[src/rtl/serial_xnor_comparator.sv]
// Serial word-equality checker: takes WIDTH (a, b) bit pairs, one per accepted cycle, and builds
// the XNOR word, the mismatch count and a whole-word equal flag.
module serial_xnor_comparator #(
  parameter int unsigned WIDTH = 8,
  parameter int unsigned CNT_W = 4
) (
  input  logic             clk,
  input  logic             rst_n,
  input  logic             i_start,
  input  logic             i_bit_valid,
  input  logic             i_a_bit,
  input  logic             i_b_bit,
  output logic             o_busy,
  output logic             o_done,
  output logic             o_equal,
  output logic [CNT_W-1:0] o_mismatch_cnt,
  output logic [WIDTH-1:0] o_xnor_word
);

  localparam int unsigned IDX_W = $clog2(WIDTH);
  localparam logic [IDX_W-1:0] LAST_IDX = IDX_W'(WIDTH - 1);

  typedef enum logic [1:0] {StIdle, StAccum, StDone} state_e;

  state_e             r_state, w_state;
  logic               r_busy, w_busy;
  logic               r_done, w_done;
  logic               r_equal, w_equal;
  logic [CNT_W-1:0]   r_cnt, w_cnt;
  logic [WIDTH-1:0]   r_word, w_word;
  logic [IDX_W-1:0]   r_idx, w_idx;
  logic               w_mis;

  always_ff @(posedge clk or negedge rst_n) begin
    if (!rst_n) begin
      r_state <= StIdle;
      r_busy  <= 1'b0;
      r_done  <= 1'b0;
      r_equal <= 1'b0;
      r_cnt   <= '0;
      r_word  <= '0;
      r_idx   <= '0;
    end else begin
      r_state <= w_state;
      r_busy  <= w_busy;
      r_done  <= w_done;
      r_equal <= w_equal;
      r_cnt   <= w_cnt;
      r_word  <= w_word;
      r_idx   <= w_idx;
    end
  end

  always_comb begin
    w_state = r_state;
    w_busy  = r_busy;
    w_done  = 1'b0;
    w_equal = r_equal;
    w_cnt   = r_cnt;
    w_word  = r_word;
    w_idx   = r_idx;
    w_mis   = 1'b0;

    unique case (r_state)
      StIdle: begin
        // A pair presented alongside start is not consumed.
        if (i_start) begin
          w_state = StAccum;
          w_busy  = 1'b1;
          w_equal = 1'b0;
          w_cnt   = '0;
          w_word  = '0;
          w_idx   = '0;
        end
      end
      StAccum: begin
        if (i_bit_valid) begin
          w_mis         = i_a_bit ^ i_b_bit;
          w_word[r_idx] = ~w_mis;
          w_cnt         = r_cnt + CNT_W'(w_mis);
          w_idx         = r_idx + IDX_W'(1);
          if (r_idx == LAST_IDX) begin
            w_state = StDone;
            w_busy  = 1'b0;
            w_done  = 1'b1;
            w_equal = (w_cnt == '0);
            w_idx   = '0;
          end
        end
      end
      StDone: begin
        w_state = StIdle;
      end
      default: begin
        w_state = StIdle;
        w_busy  = 1'b0;
      end
    endcase
  end

  assign o_busy         = r_busy;
  assign o_done         = r_done;
  assign o_equal        = r_equal;
  assign o_mismatch_cnt = r_cnt;
  assign o_xnor_word    = r_word;

endmodule

[config.mk]
export PLATFORM = sky130hd
export DESIGN_NAME = serial_xnor_comparator
export DESIGN_NICKNAME = d
export VERILOG_FILES = /design/src/rtl/serial_xnor_comparator.sv
export SDC_FILE = /design/constraint.sdc
export NUM_CORES = 1
export LEC_CHECK = 0
export CORE_ASPECT_RATIO = 0.8
export CORE_MARGIN = 2
export CORE_UTILIZATION = 40
export DETAILED_ROUTE_END_ITERATION = 10
export RECOVER_POWER = 25
export SETUP_SLACK_MARGIN = 0.4
export SLEW_MARGIN = 20
export SYNTH_ARGS = -nofsm -noshare
export SYNTH_HDL_FRONTEND = slang
export SYNTH_SLANG_ARGS = --single-unit
export TNS_END_PERCENT = 1
[constraint.sdc]
create_clock -name clk -period 2.9 [get_ports clk]
set_input_delay 0.725 -clock clk [delete_from_list [all_inputs] [get_ports clk]]
set_output_delay 0.725 -clock clk [all_outputs]
set_load 0.01 [all_outputs]
==> results.md <==
- Seq pwr share: 0.402
- # IOs: 21
- CP max FO: 3
- Critical R2R Capture: o_xnor_word[0]
- DR WL/cell: 13.8 µm
- Finished Cell Area: roughly 0.0013 mm²
- Final ANT Viol Nets: 0
- Most common cell after layout, fill and taps aside: dfrtp_1
- Slew @ Worst Pin: 1.07 ns
- Worst Hold End: o_xnor_word[0]
- Crit-path cells: clkdlybuf4s50_1 -> xnor2_1 -> inv_1 -> ha_1 -> ha_1 -> nor2_1 -> nand4_1 -> o21ai_0
- Pin count of the biggest net entering global routing: 21
- Sw Ratio: 0.357
- # resized after CTS: 0
- Required time worst endpoint: 3.14 ns
- Number of global-route vias before repair: 761
- Max incr delay on CP: 0.41 ns
- Hpwl dp: between 1500 and 2000 µm
- Register bit count reported by yosys: 20
- Peak Freq: around 470 MHz
- Commonest cells after routing, fill and taps aside: dfrtp_1, clkdlybuf4s50_1, inv_1
- Clock skew: 0.00899 ns
- Yosys warning count: 0
- Worst setup SP type: input pin
- Post-Syn Area: 0.00106 mm²
- Area leader, netlist: dfrtp_1
- Worst R2R Start: r_state[1]
- Max-slew violations: 0
- GR Util All Layers: 0.160
- Final min period: 2.14 ns
- Buffers added on ports: 20
- WL final: 2180 µm
- Synth-to-Final Area Change: 24.7%
- FILL cells: 240
- Grt total ovfl: 0
- Hold path start: o_xnor_word[0]
- Remaining DRCs: 0
- Clock-pin slew on the worst setup and hold paths: 0.12 ns
- Initial Util: 0.426
- Register area share after synthesis: 0.473
- Internal power: 0.842 mW
- CTS tree: built
- Status: completed
- Clock Path Buffers: 2
- Reg2Reg Depth: 3
- Setup TNS: 0 ns
- Die Y-Extent: 50.0 µm
- Core Util, Final: 0.531
- Ratio of cells with drive above 1 in the final layout: 0.0574
- Endpoints failing setup: 0
- Crit. End Element: register
- Synth top area share: 0.473
- Clock Power Share: 0.177
- 1st-iter DRT viols: 28
- Arrival time worst endpoint: 2.38 ns
- RSZ-0062 raised after global routing: no
- Top post-synthesis cells by area: dfrtp_1, a211oi_1, ha_1, inv_1, o22ai_1
- Detailed Routing Iterations Pass 1: 4
- Final Wtd Congestion: 0.696
- Worst hold path type: reg2reg
- Root buffer cell: clkbuf_4
- Worst-skew pair later-pin latency: 0.31 ns
- Mean number of vias per cell: 5.16
- Die X: 61.5 µm
- Initial antenna violation count: 0
- Final period util: 0.739
- VDD IR max: 0.472 mV
- Multi-input gate area: 472 µm²
- Relative slew slack: 0.290
- CTS H-tree lvls: 1
- Reg2reg setup slack: 1.12 ns
- Synth Instances: 105
- Syn_nets: 115
- Hold Violations, Final: 0
- Max Cap Viol: 0
- Comb power frac: 0.421
- Core region area: 0.00248 mm²
- Setup CP Type: in2reg
- Total vias in the final route: ~820
- Switching pwr: ~0.47 mW
- First-pass GRT wire length: 3660 µm
- Hold bufs inserted after CTS: 0
- Post-CTS Setup Inserts: 0
- Clk sinks: 20
- CP bufs+invs: 2
- Reg area: 500 µm²
- Die area: 0.00307 mm²
- Syn_area_per_cell: a little over 10 µm²
- Lkg Pwr: 0.540 nW
- Post-placement cell area: between 0.001 and 0.0015 mm²
- Layout Nets: between 100 and 150
- Synth cell types: 30
- CP top delay family: buffers and inverters
- N_diodes: 0
- FP Rows: 16
- Most frequent CP cell: ha_1
- Worst path slowest cell: clkdlybuf4s50_1
- CTS buffer count: 3
- Hold depth: 2
- Pwr dens: approximately 990 mW/mm²
## worst reg2reg max path: stages, from the launching register on
cell	delay, ns
dfrtp_1	0.59
and3b_1	0.54
nand3b_1	0.29
o31ai_1	0.27
## flip-flops by register name, summed over array words and instances (netlist names)
| register | cells |
|---|---|
| o_equal | 1 |
| o_xnor_word | 8 |
| o_done | 1 |
| r_idx | 3 |
| o_mismatch_cnt | 4 |
| r_state | 2 |
| o_busy | 1 |
## layer usage
layer	up-vias	global-route usage	wire length [µm]
li1	415	-	-
met1	378	0.238	1120
met2	18	0.223	916
met3	4	0.0551	106
met4	0	0.0355	31
met5	-	0	0
## synth_stat cells (all sizes together)
cell / count
dfrtp: 20
inv: 10
a211oi: 8
o21ai: 6
o22ai: 6
clkbuf: 5
a22o: 4
buf: 4
ha: 4
nand2: 4
nand3: 4
nand3b: 4
nand2b: 3
o31ai: 3
or3b: 3
xnor2: 3
and2: 2
mux2i: 2
nor2: 2
a21oi: 1
a311oi: 1
and3b: 1
nand4: 1
nor3b: 1
o31a: 1
o32ai: 1
or2: 1
## worst max path at each step
stage | startpoint | end | slack [ns] | cells past startpoint
floorplan | i_b_bit | o_equal | 1.06 | 7
global placement | i_b_bit | o_equal | 0.56 | 8
detailed placement | i_b_bit | o_equal | 0.41 | 8
CTS | i_b_bit | o_equal | 0.76 | 8
global route | i_b_bit | o_equal | 0.68 | 8
finish | i_b_bit | o_equal | 0.76 | 8
## power by group through the flow
| stage | clock network, mW | logic (mW) | registers (mW) |
|---|---|---|---|
| 2_1_floorplan | 0 | 0.349 | 0.503 |
| 3_3_place_gp | 0 | 0.552 | 0.526 |
| 3_5_place_dp | 0 | 0.558 | 0.531 |
| 4_1_cts | 0.238 | 0.560 | 0.527 |
| 5_1_grt | 0.250 | 0.614 | 0.550 |
| 6_report | 0.231 | 0.552 | 0.527 |
## metrics by stage
stage               hold WS (ns)  std cells  power, mW  worst slack, ns
floorplan                  0.429        105      0.851             1.06
global placement           0.505        154       1.08            0.563
detailed placement         0.488        154       1.09            0.410
CTS                        0.532        158       1.32            0.764
global route               0.550        158       1.41            0.678
finish                     0.523        158       1.31            0.757
## cell families (layout without fill, tap and decap cells)
kind of cell / Yosys count / count (layout) / share of synthesized area
mux: 2 / 2 / 0.0189
buf+inv: 19 / 36 / 0.0805
fa+ha+maj: 4 / 4 / 0.0473
xor+xnor: 3 / 3 / 0.0249
flops: 20 / 20 / 0.473
simple gates: 26 / 26 / 0.150
compound gates: 31 / 31 / 0.205
## cell type report
type / count / area share
Sequential cell: 20 / 0.380
Inverter: 10 / 0.0285
Timing Repair Buffer: 22 / 0.160
Clock buffer: 3 / 0.0171
Multi-Input combinational cell: 66 / 0.358
Tap cell: 36 / 0.0342
Clock inverter: 1 / 0.0228
Note: power is estimated with default switching activity, not from simulation.
